[src/rtl/quad_pkg.sv]
// Shared types and the phase-transition classifier for the quadrature decoder.
// The QUAD_ERR_CNT_EN build also uses ERR_CNT_W for its illegal-transition counter.
package quad_pkg;

   typedef enum logic [1:0] {
      PH_00 = 2'b00,
      PH_10 = 2'b10,
      PH_11 = 2'b11,
      PH_01 = 2'b01
   } phase_t;

   typedef enum logic [1:0] {
      MV_NONE = 2'd0,
      MV_FWD  = 2'd1,
      MV_REV  = 2'd2,
      MV_ILL  = 2'd3
   } mv_t;

   localparam int ERR_CNT_W = 8;

   // Classify one sample-to-sample step of the {a,b} pair.
   // The forward ring is 00 -> 10 -> 11 -> 01 -> 00.
   function automatic mv_t quad_move(input logic [1:0] prev, input logic [1:0] cur);
      phase_t p;
      logic   fwd;
      p   = phase_t'(prev);
      fwd = 1'b0;
      case (p)
         PH_00:   fwd = (cur == PH_10);
         PH_10:   fwd = (cur == PH_11);
         PH_11:   fwd = (cur == PH_01);
         default: fwd = (cur == PH_00);
      endcase
      if (cur == prev)
         return MV_NONE;
      else if ((prev ^ cur) == 2'b11)
         return MV_ILL;
      else if (fwd)
         return MV_FWD;
      else
         return MV_REV;
   endfunction

endpackage

[src/rtl/quad_sync.sv]
// Multi-stage synchronizer for one asynchronous phase input.
// Synchronous active-high reset clears every stage.
module quad_sync #(
   parameter int SYNC_STAGES = 2
) (
   input  logic clk,
   input  logic rst,
   input  logic d_i,
   output logic q_o
);

   logic [SYNC_STAGES-1:0] sync_q;

   always_ff @(posedge clk) begin
      if (rst)
         sync_q <= '0;
      else
         sync_q <= {sync_q[SYNC_STAGES-2:0], d_i};
   end

   assign q_o = sync_q[SYNC_STAGES-1];

endmodule

[src/rtl/quad_decoder.sv]
// Quadrature A/B decoder with wrapping up/down position, direction, step and err pulses.
// Defining QUAD_ERR_CNT_EN adds err_cnt, a saturating count of illegal transitions.
module quad_decoder
   import quad_pkg::*;
#(
   parameter int WIDTH       = 8,
   parameter int SYNC_STAGES = 2
) (
   input  logic             clk,
   input  logic             rst,
   input  logic             a_in,
   input  logic             b_in,
   input  logic             clr,
   output logic [WIDTH-1:0] pos,
   output logic             dir,
   output logic             step,
`ifdef QUAD_ERR_CNT_EN
   output logic                 err,
   output logic [ERR_CNT_W-1:0] err_cnt
`else
   output logic             err
`endif
);

   // prev only holds a synchronized sample one edge after the chain fills,
   // so decode stays off for one edge beyond the synchronizer depth.
   localparam int WARM_EDGES = SYNC_STAGES + 1;

   logic             a_s, b_s;
   logic [1:0]       s, prev_q;
   logic [2:0]       warm_q, warm_d;
   logic [WIDTH-1:0] pos_q, pos_d;
   logic             dir_q, dir_d;
   logic             step_q, step_d;
   logic             err_q, err_d;
   logic             decode_en;
   mv_t              mv;

   quad_sync #(.SYNC_STAGES(SYNC_STAGES)) u_sync_a (
      .clk (clk),
      .rst (rst),
      .d_i (a_in),
      .q_o (a_s)
   );

   quad_sync #(.SYNC_STAGES(SYNC_STAGES)) u_sync_b (
      .clk (clk),
      .rst (rst),
      .d_i (b_in),
      .q_o (b_s)
   );

   assign s = {a_s, b_s};

   always_comb begin
      decode_en = (warm_q == 3'(WARM_EDGES));
      mv        = decode_en ? quad_move(prev_q, s) : MV_NONE;
      warm_d    = decode_en ? warm_q : warm_q + 3'd1;
      pos_d     = pos_q;
      dir_d     = dir_q;
      step_d    = 1'b0;
      err_d     = 1'b0;
      case (mv)
         MV_FWD: begin
            pos_d  = pos_q + WIDTH'(1);
            dir_d  = 1'b1;
            step_d = 1'b1;
         end
         MV_REV: begin
            pos_d  = pos_q - WIDTH'(1);
            dir_d  = 1'b0;
            step_d = 1'b1;
         end
         MV_ILL:  err_d = 1'b1;
         default: ;
      endcase
      // clr wins over the count but not over step/dir/err.
      if (clr)
         pos_d = '0;
   end

   always_ff @(posedge clk) begin
      if (rst) begin
         prev_q <= 2'b00;
         warm_q <= 3'd0;
         pos_q  <= '0;
         dir_q  <= 1'b1;
         step_q <= 1'b0;
         err_q  <= 1'b0;
      end else begin
         prev_q <= s;
         warm_q <= warm_d;
         pos_q  <= pos_d;
         dir_q  <= dir_d;
         step_q <= step_d;
         err_q  <= err_d;
      end
   end

   assign pos  = pos_q;
   assign dir  = dir_q;
   assign step = step_q;
   assign err  = err_q;

`ifdef QUAD_ERR_CNT_EN
   logic [ERR_CNT_W-1:0] err_cnt_q, err_cnt_d;

   always_comb begin
      err_cnt_d = err_cnt_q;
      if ((mv == MV_ILL) && (err_cnt_q != '1))
         err_cnt_d = err_cnt_q + ERR_CNT_W'(1);
      if (clr)
         err_cnt_d = '0;
   end

   always_ff @(posedge clk) begin
      if (rst)
         err_cnt_q <= '0;
      else
         err_cnt_q <= err_cnt_d;
   end

   assign err_cnt = err_cnt_q;
`endif

endmodule

[config.mk]
export PLATFORM = sky130hd
export DESIGN_NAME = quad_decoder
export DESIGN_NICKNAME = d
export VERILOG_FILES = /design/src/rtl/quad_pkg.sv /design/src/rtl/quad_sync.sv /design/src/rtl/quad_decoder.sv
export SDC_FILE = /design/constraint.sdc
export NUM_CORES = 1
export LEC_CHECK = 0
export CORE_ASPECT_RATIO = 1.5
export CORE_UTILIZATION = 35
export DETAILED_ROUTE_END_ITERATION = 7
export PLACE_DENSITY_LB_ADDON = 0.12
export SKIP_CTS_REPAIR_TIMING = 1
export SLEW_MARGIN = 20
export SYNTH_ARGS = -nofsm -noshare
export SYNTH_HDL_FRONTEND = slang
export SYNTH_SLANG_ARGS = --single-unit
[constraint.sdc]
create_clock -name clk -period 6.75 [get_ports clk]
set_input_delay 1.0125 -clock clk [delete_from_list [all_inputs] [get_ports clk]]
set_output_delay 1.0125 -clock clk [all_outputs]
set_load 0.02 [all_outputs]
======== After elaboration in Yosys (flattened, before gate mapping) ========
Cells that the tools add are included.
Widths: inputs -> output; s select.
storage, ports and cells
  flip-flop bits (word level) ............. 20
  latch bits .............................. 0
  memory bits (writable) .................. 0
  memory bits (read-only) ................. 0
  input port bits ......................... 5
  output and inout port bits .............. 11
  logic and storage cells ................. 37
  memories ................................ 0
operators by class
  $add $sub $neg .......................... 3
  multipliers ............................. 0
  divide/modulo/power cells ............... 0
  $lt $le $gt $ge ......................... 0
  eq/ne operators ......................... 11
  shift operators ......................... 0
  multiplexer cells ....................... 9
  bitwise operators ....................... 1
  reductions and logical operators ........ 5
operators with widths
  kind                 number
  $pmux 8 s2           1
  $eq 2x2->1 const B   7
  $add 8x1->8 const B  1
  $mux 2               4
  $sub 8x1->8 const B  1
  $eq 2x1->1 const B   2
  $logic_not 2->1      2
  $reduce_or 2->1      2
  $add 3x1->3 const B  1
  $eq 3x2->1 const B   1
  $pmux 1 s3           1
  $eq 2x2->1           1
  $mux 1               2
  $pmux 1 s2           1
  $reduce_bool 2->1    1
  $xor 2x2->2          1

======== Logic depth before layout (Yosys ltp) ========
Gate-level depths: netlist (run 1).
  word-level depth ........................ 9
  depth in mapped cells ................... 14
  gate-level depth less buffers ........... 11

======== Modules after synthesis ========
Synthesis (run 1) repeated with hierarchy kept, for this count alone.
unflattened totals
  cells, all modules ...................... 141
  area, all modules ....................... 1201.2 um2
by module, submodules not included
  module        times used  cells each  area an instance (um2)  sequential area each (um2)
  quad_decoder  1           133         1096.1                  320.3
  quad_sync     2           4           52.6                    40.0

======== Worst setup path before layout (run 1) ========
OpenSTA, ideal clock, no wires.
  kind .................................... reg-to-reg
  from .................................... register warm_q[0]
  to ...................................... register pos_q[6] (netlist: pos[6])
  setup time .............................. 122 ps
  arrival time ............................ 2641 ps
  required time ........................... 6628 ps
  slack ................................... 3987 ps
  stages on the path, launching flop included .. 15
  path buffers ............................ 3
  clock period less this slack ............ 2763 ps
  cell sequence ........................... dfxtp_1 > ha_1 > ha_1 > clkbuf_1 > o211ai_1 > ha_1 > buf_6 > buf_6 > xor2_1 > ha_1 > or3_4 > a21oi_4 > o41ai_2 > xnor2_1 > a21oi_1
between the ends
  longest elaborated chain between the ends .. 4
  elaborated cells on any way between the ends .. 6
  classes of those cells .................. 3 x eq/ne; 2 x mux; 1 x reduce/logical
ends and longest elaborated chain
  item                                                    line                RTL
  start, declared                                         quad_decoder.sv:31  logic [2:0] warm_q, warm_d;
  start signal, assigned                                  quad_decoder.sv:92  warm_q <= warm_d;
  $eq 3x2->1 *                                            quad_decoder.sv:56  decode_en = (warm_q == 3'(WARM_EDGES));
  $mux 2 *                                                quad_decoder.sv:57  mv = decode_en ? quad_move(prev_q, s) : MV_NONE;
  $eq 2x2->1 / $eq 2x1->1 (equally long branches)         quad_decoder.sv:63  case (mv)
  $pmux 8 s2 / $reduce_bool 2->1 (equally long branches)  --
  end signal, assigned                                    quad_decoder.sv:93  pos_q <= pos_d;
  end, declared                                           quad_decoder.sv:32  logic [WIDTH-1:0] pos_q, pos_d;
Every way passes the cells marked *; elsewhere a longest branch is shown, timed or not.
A chain may end at the register's enable or synchronous reset.

======== Worst setup path after layout (run 1) ========
Ends and elaborated chain as after synthesis.

==> results.md, run 1 <==
* Top-area cell type share of the netlist area at 31.9%
* Die height at about 75 µm
* Post-placement cell count at 186
* Final Cycle Share at 45.9%
* Number of levels the H-tree was split into at 1
* Gate count of the mapped netlist at 140
* Final hold slack at 447 ps
* Die span in x at 50.9 µm
* Average instance area after synthesis at 8.96 µm²
* Global route total overflow at 0
* Deepest clock path buffer count at 2
* Violation count after the first detailed-route iteration at 9
* Commonest cells after routing, fill and taps aside: sky130_fd_sc_hd__dfxtp_1, sky130_fd_sc_hd__clkdlybuf4s50_1, sky130_fd_sc_hd__nor2_1
* Top cell type by total area after synthesis: sky130_fd_sc_hd__dfxtp_1
* Root buf cell: sky130_fd_sc_hd__clkbuf_8
* Maximum clock rate at 0.323 GHz
* Sequential fraction of the synthesis area at 31.9%
* Normalized max-slew margin at 46.0%
* Internal reg-to-reg setup slack at 3650 ps
* Number of register bits inferred by synthesis at 20
* Via count of the first global-routing pass at 788
* Total of warnings raised by yosys at 0
* P_leak at 0.554 nW
* CP Launch Type: flip-flop
* Final HPWL DP at 1680 µm
* Wire length of the first global-routing pass at 3760 µm
* Effective utilization at floorplan at 36.7%
* Top_reg_cell synth: sky130_fd_sc_hd__dfxtp_1
* Result of the run: complete, no violations
* Non-filler cells, final at 189
* Antenna-violating nets left at 0
* Worst R2R Path Depth at 11
* Crit Reg-Reg Endpoint: pos[6]
* Core ar. at 3420 µm²
* Layout cells sized above 1 at 9.52%
* Final design instance area without fill at around 1400 µm²
* Worst voltage drop across the vdd grid at 0.115 mV
* Die area at 3830 µm²
* Syn-to-layout area delta at 11.7%
* Data arrival time of the critical path at 3240 ps
* Mapped Nets at 151
* Via count at about 970
* Pin count of the biggest net entering global routing at 24
* Worst-case hold path end point: u_sync_b.sync_q[1]
* Main area contributors after synthesis: sky130_fd_sc_hd__dfxtp_1, sky130_fd_sc_hd__ha_1, sky130_fd_sc_hd__xor2_1
* Combined global-route utilization of all metal layers at a little over an eighth
* Commonest non-fill, non-tap cell in the layout: sky130_fd_sc_hd__dfxtp_1
* Number of I/O pins at 16
* Clock sink count at 20
* Number of max-cap violations at 0
* CTS tree: built
* Count of inserted antenna diode cells at 0
* IO buf count at 15
* Tightest Pin Transition at 809 ps
* Worst setup EP type: flip-flop
* Final max-slew violation count at 0
* Skew-Pair Late Insertion Delay at 250 ps
* Synthesized area at 1250 µm²
* Final critical-path required period at between 3000 and 4000 ps
* EDFF count, synth at 0
* Final RePlAce weighted congestion at 0.742
* Clock transition at the registers of the reported paths at 70 ps
* RSZ-0062 raised after global routing: no
* Setup_tns at 0 ps
* Clk_skew at 3.49 ps
* Kind of critical path: reg2reg
* Antenna violations before repair at 0
* Worst-path fanout max at 23
* Worst hold path stage count at 1
* # nets final at 160
* Start point of the worst min-delay path: u_sync_b.sync_q[0]
* Hold violation total from the final report at 0
* Total clock buffers created by CTS at 3
* WP data required at 6890 ps
* Remaining routing DRC violations at 0
* Routed wire length per instance at 12.0 µm
* Origin of the critical flop-to-flop path: warm_q[0]
* Number of iterations in the first detailed-routing pass at 4
* Worst hold path class: reg2reg
* Power density cells at 169 nW/µm²
* Post-place instance area at 1360 µm²
* Vias per inst at 5.14
* Final setup fails at 0
* Distinct cell type count after synthesis at 45
* Pwr Total at 0.236 mW
* Total number of placement rows at 26
* Proportion of register bits with asynchronous set or reset after synthesis at 0%
* Total detailed-routing wirelength at 2260 µm
[synth_stat cells, types with 2 or more instances]
cell type                  instances
sky130_fd_sc_hd__ha_1              6
sky130_fd_sc_hd__xor2_1            8
sky130_fd_sc_hd__buf_2             2
sky130_fd_sc_hd__a21o_1            3
sky130_fd_sc_hd__a21oi_1          10
sky130_fd_sc_hd__o211ai_1          2
sky130_fd_sc_hd__nor2b_1           8
sky130_fd_sc_hd__xnor2_1           2
sky130_fd_sc_hd__a22oi_1           2
sky130_fd_sc_hd__o31ai_1           2
sky130_fd_sc_hd__inv_1             3
sky130_fd_sc_hd__and4b_2           2
sky130_fd_sc_hd__buf_6             4
sky130_fd_sc_hd__nor2_1           14
sky130_fd_sc_hd__nand2b_1          4
sky130_fd_sc_hd__nand2_1           6
sky130_fd_sc_hd__nand3_1           2
sky130_fd_sc_hd__o21ai_1           2
sky130_fd_sc_hd__dfxtp_1          20
sky130_fd_sc_hd__o21ai_0           6
sky130_fd_sc_hd__clkbuf_8          2
sky130_fd_sc_hd__nor4b_1           2
sky130_fd_sc_hd__mux2i_1           2
sky130_fd_sc_hd__a31oi_1           3
sky130_fd_sc_hd__or3_1             2
sky130_fd_sc_hd__clkbuf_1          2
[per-stage QoR]
step	setup WS, ps	utilization, %
finish	3650	41.0
global placement	3750	39.8
global route	3350	41.0
CTS	3610	41.0
floorplan	3990	-
detailed placement	3650	39.8
[worst max-delay path: stages, from the launching register on]
cell                      delay (ps)
sky130_fd_sc_hd__dfxtp_1         350
sky130_fd_sc_hd__ha_1            150
sky130_fd_sc_hd__ha_1            280
sky130_fd_sc_hd__o311a_1         270
sky130_fd_sc_hd__ha_1            700
sky130_fd_sc_hd__xor2_1          140
sky130_fd_sc_hd__ha_1            250
sky130_fd_sc_hd__or3_4           340
sky130_fd_sc_hd__a21oi_4         180
sky130_fd_sc_hd__o41ai_2         100
sky130_fd_sc_hd__xnor2_1         140
sky130_fd_sc_hd__a21oi_1          80
[power by group]
part | internal (mW) | total [mW] | leakage [nW] | switching, mW
Combinational | 0.0151 | 0.0322 | 0.369 | 0.0171
Clock | 0.0397 | 0.0761 | 0.0216 | 0.0364
Sequential | 0.124 | 0.128 | 0.163 | 0.00401
[kinds of logic (layout without fill, tap and decap cells)]
| group | count (synthesis) | in the layout | share of synthesized area [%] |
|---|---|---|---|
| AOI/OAI and AO/OA | 40 | 40 | 22.2 |
| xor gates and xnor gates | 10 | 10 | 6.98 |
| adders and majority gates | 6 | 6 | 5.98 |
| buffers and inverters | 15 | 22 | 8.97 |
| DFF | 20 | 20 | 31.9 |
| muxes | 2 | 2 | 1.60 |
| and+or+nand+nor | 47 | 47 | 22.3 |
[registers in the layout (all words and copies together), names as in the netlist]
name             cells
u_sync_a.sync_q      2
err                  1
dir                  1
pos                  8
prev_q               2
step                 1
u_sync_b.sync_q      2
warm_q               3
[worst max path at each step]
stage / from / end / slack, ps / depth (start not counted)
6_report: warm_q[0] / pos[6] / 3650 / 11
5_1_grt: warm_q[0] / pos[6] / 3350 / 11
4_1_cts: warm_q[0] / pos[6] / 3610 / 11
3_5_place_dp: warm_q[0] / pos[6] / 3650 / 11
3_3_place_gp: warm_q[0] / pos[6] / 3750 / 11
2_1_floorplan: warm_q[0] / pos[6] / 3990 / 14
[metal layers]
layer	global-route usage (%)	vias to the layer above	wire, µm
met3	1.80	4	38
met1	16.5	447	1010
met4	7.41	0	41
li1	-	509	-
met5	0	-	0
met2	22.4	11	1180
[final cells by class]
| class | count | area, µm² |
|---|---|---|
| tap | 42 | 52.6 |
| inverter | 4 | 15.0 |
| sequential | 20 | 400 |
| multi-input combinational | 105 | 742 |
| timing repair buffer | 15 | 150 |
| fill | 373 | 2010 |
| clock buffer | 3 | 41.3 |
No activity file was read; power rests on OpenSTA's default activity.
==> run 2, diff against run 1 <==
==> constraint.sdc (replaced) <==
create_clock -name clk -period 2.5 [get_ports clk]
set_input_delay 0.375 -clock clk [delete_from_list [all_inputs] [get_ports clk]]
set_output_delay 0.375 -clock clk [all_outputs]
set_load 0.02 [all_outputs]
==> run 2 against run 1 <==
  * Final area is 9.7% higher
  * Clock power grew to 4.3 times the previous value
  * Sequential cell count stayed put
  * Clock skew is 11 ps higher
  * Global-route usage is 0.94 points higher
  * Critical path depth stayed put
  * Highest routed layer unchanged
  * Largest cell class unchanged
  * Register-to-register slack worse by 3500 ps
  * Maximum frequency is 34% higher
  * Sequential share of layout area is 2.3 points lower
  * Combinational power grew to 3.3 times the previous value
  * Setup slack worse by 3500 ps
==> results.md, run 2 (synthesis results as in run 1) <==
* Result of the run: complete, no violations
* Remaining routing DRC violations at 0 (unchanged)
* Final hold slack at 446 ps (-0.653 ps)
* Root buf cell: sky130_fd_sc_hd__clkbuf_8
* Vias per inst at 5.17 (+0.70%)
* Kind of critical path: reg2reg
* Clock transition at the registers of the reported paths at 90 ps (+20 ps)
* Number of fill cells in the layout at 360 (-3.5%)
* Via count of the first global-routing pass at 954 (+21%)
* Core ar. at 3420 µm² (unchanged)
* Final critical-path required period at 2320 ps (-783 ps)
* Worst setup EP type: flip-flop
* Antenna violations before repair at 0 (unchanged)
* Commonest non-fill, non-tap cell in the layout: sky130_fd_sc_hd__dfxtp_1
* Total number of placement rows at 26 (unchanged)
* Antenna-violating nets left at 0 (unchanged)
* Routed wire length per instance at 12.2 µm (+1.8%)
* # nets final at 166 (+3.8%)
* Die area at 3830 µm² (unchanged)
* Violation count after the first detailed-route iteration at 19 (+10)
* Worst voltage drop across the vdd grid at 0.396 mV (+240%)
* Normalized max-slew margin at 70.4% (+24 points)
* Final max-slew violation count at 0 (unchanged)
* Wire length of the first global-routing pass at 4170 µm (+11%)
* Number of max-cap violations at 0 (unchanged)
* Worst hold path class: reg2reg
* Clk_skew at 14.3 ps (+10.8 ps)
* Commonest cells after routing, fill and taps aside: sky130_fd_sc_hd__dfxtp_1, sky130_fd_sc_hd__clkdlybuf4s50_1, sky130_fd_sc_hd__nor2_1
* Syn-to-layout area delta at 22.5%
* Final HPWL DP at 1780 µm (+6.0%)
* Die span in x at 50.9 µm (unchanged)
* Data arrival time of the critical path at 2480 ps (-760 ps)
* Final setup fails at 0 (unchanged)
* Total detailed-routing wirelength at 2390 µm (+5.6%)
* Deepest clock path buffer count at 2 (unchanged)
* Pwr Total at 0.782 mW (+230%)
* Combined global-route utilization of all metal layers at 14.3% (+0.94 points)
* Number of I/O pins at 16 (unchanged)
* Number of levels the H-tree was split into at 1 (unchanged)
* Pre-CTS setup slack at 112 ps (-3530 ps)
* P_leak at 0.599 nW (+8.3%)
* Global route total overflow at 0 (unchanged)
* Skew-Pair Late Insertion Delay at 270 ps (+20 ps)
* Max reg flops at 8 (unchanged)
* Via count at 1014 (+4.4%)
* Worst-path fanout max at 18 (-22%)
* Clock sink count at 20 (unchanged)
* CP Launch Type: flip-flop
* Min setup slack post-route at 182 ps (-3470 ps)
* Effective utilization at floorplan at 36.7% (unchanged)
* Number of iterations in the first detailed-routing pass at 4 (unchanged)
* Tightest Pin Transition at 444 ps (-365 ps)
* Hold violation total from the final report at 0 (unchanged)
* Final RePlAce weighted congestion at 0.773 (+4.2%)
* Total clock buffers created by CTS at 3 (unchanged)
* Pin count of the biggest net entering global routing at 19 (-21%)
* Die height at 75.3 µm (unchanged)
* Utilization of the core after routing at 45.0% (+4.0 points)
* WP data required at 2660 ps (-4230 ps)
* Final Cycle Share at 92.7% (+47 points)
* CTS tree: built
* IO buf count at 15 (unchanged)
* RSZ-0062 raised after global routing: no
* Maximum clock rate at 0.431 GHz (+34%)
* Count of inserted antenna diode cells at 0 (unchanged)
* Power density cells at 509 nW/µm² (+200%)
* Layout cells sized above 1 at 19.5% (+10 points)
-- run 2: critical path, cell delays in order, from the launching register on --
cell                       delay (ps)
sky130_fd_sc_hd__dfxtp_2          360
sky130_fd_sc_hd__ha_4             140
sky130_fd_sc_hd__ha_4             160
sky130_fd_sc_hd__o211ai_1         100
sky130_fd_sc_hd__buf_4            160
sky130_fd_sc_hd__ha_4             150
sky130_fd_sc_hd__buf_4            190
sky130_fd_sc_hd__and2b_2          260
sky130_fd_sc_hd__a21oi_1           80
sky130_fd_sc_hd__o41ai_2          380
sky130_fd_sc_hd__xnor2_1          150
sky130_fd_sc_hd__a21oi_1           80
-- run 2: cell type report --
cell class / count / area [µm²] / share of cell area [%]
repair buffers: 21 / 195 / 12.7
multi-input cells: 105 / 800 / 52.0
clock buffers: 3 / 41.3 / 2.69
flip-flops and latches: 20 / 404 / 26.3
well taps: 42 / 52.6 / 3.42
inverters: 4 / 15.0 / 0.976
clock inverters: 1 / 30.0 / 1.95
-- run 2: metrics by stage --
step / cell area, µm² / setup TNS [ps] / cells
finish: 1540 / 0 / 196
global route: 1540 / 0 / 196
CTS: 1530 / 0 / 195
detailed placement: 1460 / 0 / 191
global placement: 1460 / 0 / 191
floorplan: 1330 / -59.1 / 140
-- run 2: power breakdown --
| part | internal, mW | switching [mW] | total [mW] |
|---|---|---|---|
| clock | 0.214 | 0.113 | 0.327 |
| sequential | 0.336 | 0.0142 | 0.351 |
| combinational | 0.0536 | 0.0516 | 0.105 |
-- run 2: path summary, 6_finish.rpt --
kind | end | from | slack, ps | depth (start not counted)
worst min register to register | u_sync_a.sync_q[1] | u_sync_a.sync_q[0] | 450 | 1
worst max register to register | pos[6] | warm_q[0] | 180 | 11
worst min-delay path | u_sync_a.sync_q[1] | u_sync_a.sync_q[0] | 450 | 1
worst max-delay path | pos[6] | warm_q[0] | 180 | 11
-- run 2: routing by layer --
metal  up-vias  wire length (µm)  GRT usage (%)  share of wire, %
met3         5                43           1.80               1.8
met4         0                48           6.48               2.0
met1       478              1030           15.4                43
met2        10              1270           27.4                53
li1        521                 -              -                 -
met5         -                 0              0                 0
==> run 3, diff against run 2 <==
--- a/config.mk
+++ b/config.mk
@@ -6,6 +6,7 @@
 export NUM_CORES = 1
 export LEC_CHECK = 0
 export CORE_ASPECT_RATIO = 1.5
+export CORE_MARGIN = 5
 export CORE_UTILIZATION = 35
 export DETAILED_ROUTE_END_ITERATION = 7
 export PLACE_DENSITY_LB_ADDON = 0.12
==> run 3 against run 2 <==
  * Combinational power rose by 4%
  * First-iteration DRC count rose by 120%
  * Die area rose by 28%
  * Critical path type unchanged
  * Register-to-register slack barely moved
  * Utilization barely moved
  * Sequential cell count did not move
  * Maximum frequency barely moved
  * Sequential share of layout area fell by 0.25 points
  * Critical path depth fell by 1
  * Highest routed layer unchanged
  * Global-route usage fell by 3.3 points
  * Total power fell by 10%
==> results.md, run 3 (synthesis results as in run 1) <==
* Multi-input gate area at 808 µm² (+1.1%)
* Number of levels the H-tree was split into at 1 (unchanged)
* Total clock buffers created by CTS at 3 (unchanged)
* Antenna violations before repair at 0 (unchanged)
* Min setup slack post-route at 184 ps (+1.70 ps)
* Wire length of the first global-routing pass at 4310 µm (+3.3%)
* Skew-Pair Late Insertion Delay at 260 ps (about the same)
* Total detailed-routing wirelength at 2610 µm (+9.1%)
* Cells along the critical path: inv_1 > o311a_4 > ha_4 > xor2_1 > ha_2 > or3_4 > a21oi_4 > o41ai_2 > xnor2_1 > a21oi_1
* Max reg flops at 8 (unchanged)
* P_leak at 0.609 nW (+1.7%)
* Critical path's largest stage delay at 410 ps (+30 ps)
* Hold violation total from the final report at 0 (unchanged)
* Maximum clock rate at 0.432 GHz (about the same)
* Global route total overflow at 0 (unchanged)
* Post-placement cell count at 193 (+1.0%)
* Post-place instance area at 1470 µm² (+1.0%)
* Final setup fails at 0 (unchanged)
* Data arrival time of the critical path at 2510 ps (+30 ps)
* Commonest non-fill, non-tap cell in the layout: sky130_fd_sc_hd__dfxtp_1
* Deepest clock path buffer count at 2 (unchanged)
* Worst-path fanout max at 3 (-15)
* Final hold slack at 442 ps (-4.32 ps)
* Final max-slew violation count at 0 (unchanged)
* Commonest cells after routing, fill and taps aside: sky130_fd_sc_hd__dfxtp_1, sky130_fd_sc_hd__clkdlybuf4s50_1, sky130_fd_sc_hd__nor2_1
* Clk_skew at 2.30 ps (-12.0 ps)
* Final Cycle Share at 92.6% (about the same)
* Final design instance area without fill at 1550 µm² (+0.98%)
* Root buf cell: sky130_fd_sc_hd__clkbuf_8
* Routed wire length per instance at 13.1 µm (+7.4%)
* Number of I/O pins at 16 (unchanged)
* Worst setup EP type: flip-flop
* Die height at 83.3 µm (+11%)
* Syn-to-layout area delta at 23.7%
* IO buf count at 15 (unchanged)
* Number of buffers and inverters on the critical path at 1 (-1)
* Final HPWL DP at 1990 µm (+11%)
* Result of the run: complete, no violations
* Die span in x at 58.9 µm (+16%)
* Remaining routing DRC violations at 0 (unchanged)
* Vias per inst at 5.42 (+4.8%)
* Pre-CTS setup slack at 37.0 ps (-74.9 ps)
* Pin count of the biggest net entering global routing at 14 (-5)
* Final RePlAce weighted congestion at 0.747 (-3.4%)
* Slowest stage cell, crit path: sky130_fd_sc_hd__o311a_4
* # nets final at 169 (+1.8%)
* Via count of the first global-routing pass at 959 (+0.52%)
* Clock transition at the registers of the reported paths at 70 ps (-20 ps)
* CP Launch Type: flip-flop
* WP data required at 2690 ps (+30 ps)
* Layout cells sized above 1 at 22.3% (+2.8 points)
* Via count at 1079 (+6.4%)
* Total number of placement rows at 26 (unchanged)
* CTS tree: built
* Power density cells at 453 nW/µm² (-11%)
* Total number of cells along the worst setup path at 10 (-1)
* Core ar. at 3450 µm² (+0.95%)
* Number of max-cap violations at 0 (unchanged)
* Normalized max-slew margin at 68.6% (-1.7 points)
* Die area at 4910 µm² (+28%)
* Number of fill cells in the layout at 369 (+2.5%)
* RSZ-0062 raised after global routing: no
* Worst voltage drop across the vdd grid at 0.375 mV (-5.4%)
* Clock sink count at 20 (unchanged)
* Worst hold path stage count at 1 (unchanged)
* Violation count after the first detailed-route iteration at 41 (+22)
* Count of inserted antenna diode cells at 0 (unchanged)
* Antenna-violating nets left at 0 (unchanged)
* Worst hold path class: reg2reg
* Effective utilization at floorplan at 36.4% (-0.35 points)
* Kind of critical path: reg2reg
* Non-filler cells, final at 199 (+1.5%)
* Tightest Pin Transition at 470 ps (+25.9 ps)
* Gate family responsible for the most delay along the worst path: compound AO/OA/AOI/OAI gates
* Final critical-path required period at 2320 ps (-1.70 ps)
* Number of iterations in the first detailed-routing pass at 4 (unchanged)
* Worst R2R Path Depth at 10 (-1)
* Combined global-route utilization of all metal layers at 11.0% (-3.3 points)
* FF/Latch Area at 404 µm² (unchanged)
[run 3: path summary, 6_finish.rpt]
kind                 startpoint                 end  slack [ps]
min reg2reg  u_sync_a.sync_q[0]  u_sync_a.sync_q[1]         440
min          u_sync_a.sync_q[0]  u_sync_a.sync_q[1]         440
max reg2reg  u_sync_a.sync_q[1]              pos[6]         180
max          u_sync_a.sync_q[1]              pos[6]         180
[run 3: report_power, final]
part | leakage [nW] | switching, mW | internal, mW
logic | 0.417 | 0.0529 | 0.0562
registers | 0.164 | 0.0144 | 0.337
clock network | 0.0288 | 0.104 | 0.140
total | 0.609 | 0.171 | 0.533
[run 3: final cells by class]
cell class | instances | share of cell area [%]
clock buffer | 4 | 3.55
inverter | 4 | 0.967
multi-input combinational | 105 | 52.1
sequential | 20 | 26.0
tap | 42 | 3.38
timing repair buffer | 24 | 14.0
[run 3: routing by layer]
layer	GRT usage, %	vias up	part of all wire (%)
met5	0	-	0
met4	4.33	0	1.6
met3	1.86	5	3.5
met2	20.0	24	54
met1	11.9	518	41
li1	-	532	-
[run 3: worst reg2reg max path: stages, from the launching register on]
cell	delay, ps
sky130_fd_sc_hd__dfxtp_1	360
sky130_fd_sc_hd__inv_1	90
sky130_fd_sc_hd__o311a_4	410
sky130_fd_sc_hd__ha_4	180
sky130_fd_sc_hd__xor2_1	140
sky130_fd_sc_hd__ha_2	200
sky130_fd_sc_hd__or3_4	340
sky130_fd_sc_hd__a21oi_4	170
sky130_fd_sc_hd__o41ai_2	90
sky130_fd_sc_hd__xnor2_1	130
sky130_fd_sc_hd__a21oi_1	150
[run 3: metrics by stage]
| step | utilization, % | total power [mW] | setup TNS (ps) |
|---|---|---|---|
| floorplan | - | 0.438 | -59.1 |
| global placement | 42.7 | 0.460 | 0 |
| detailed placement | 42.7 | 0.467 | 0 |
| CTS | 44.3 | 0.713 | 0 |
| global route | 45.0 | 0.747 | 0 |
| finish | 45.0 | 0.704 | 0 |
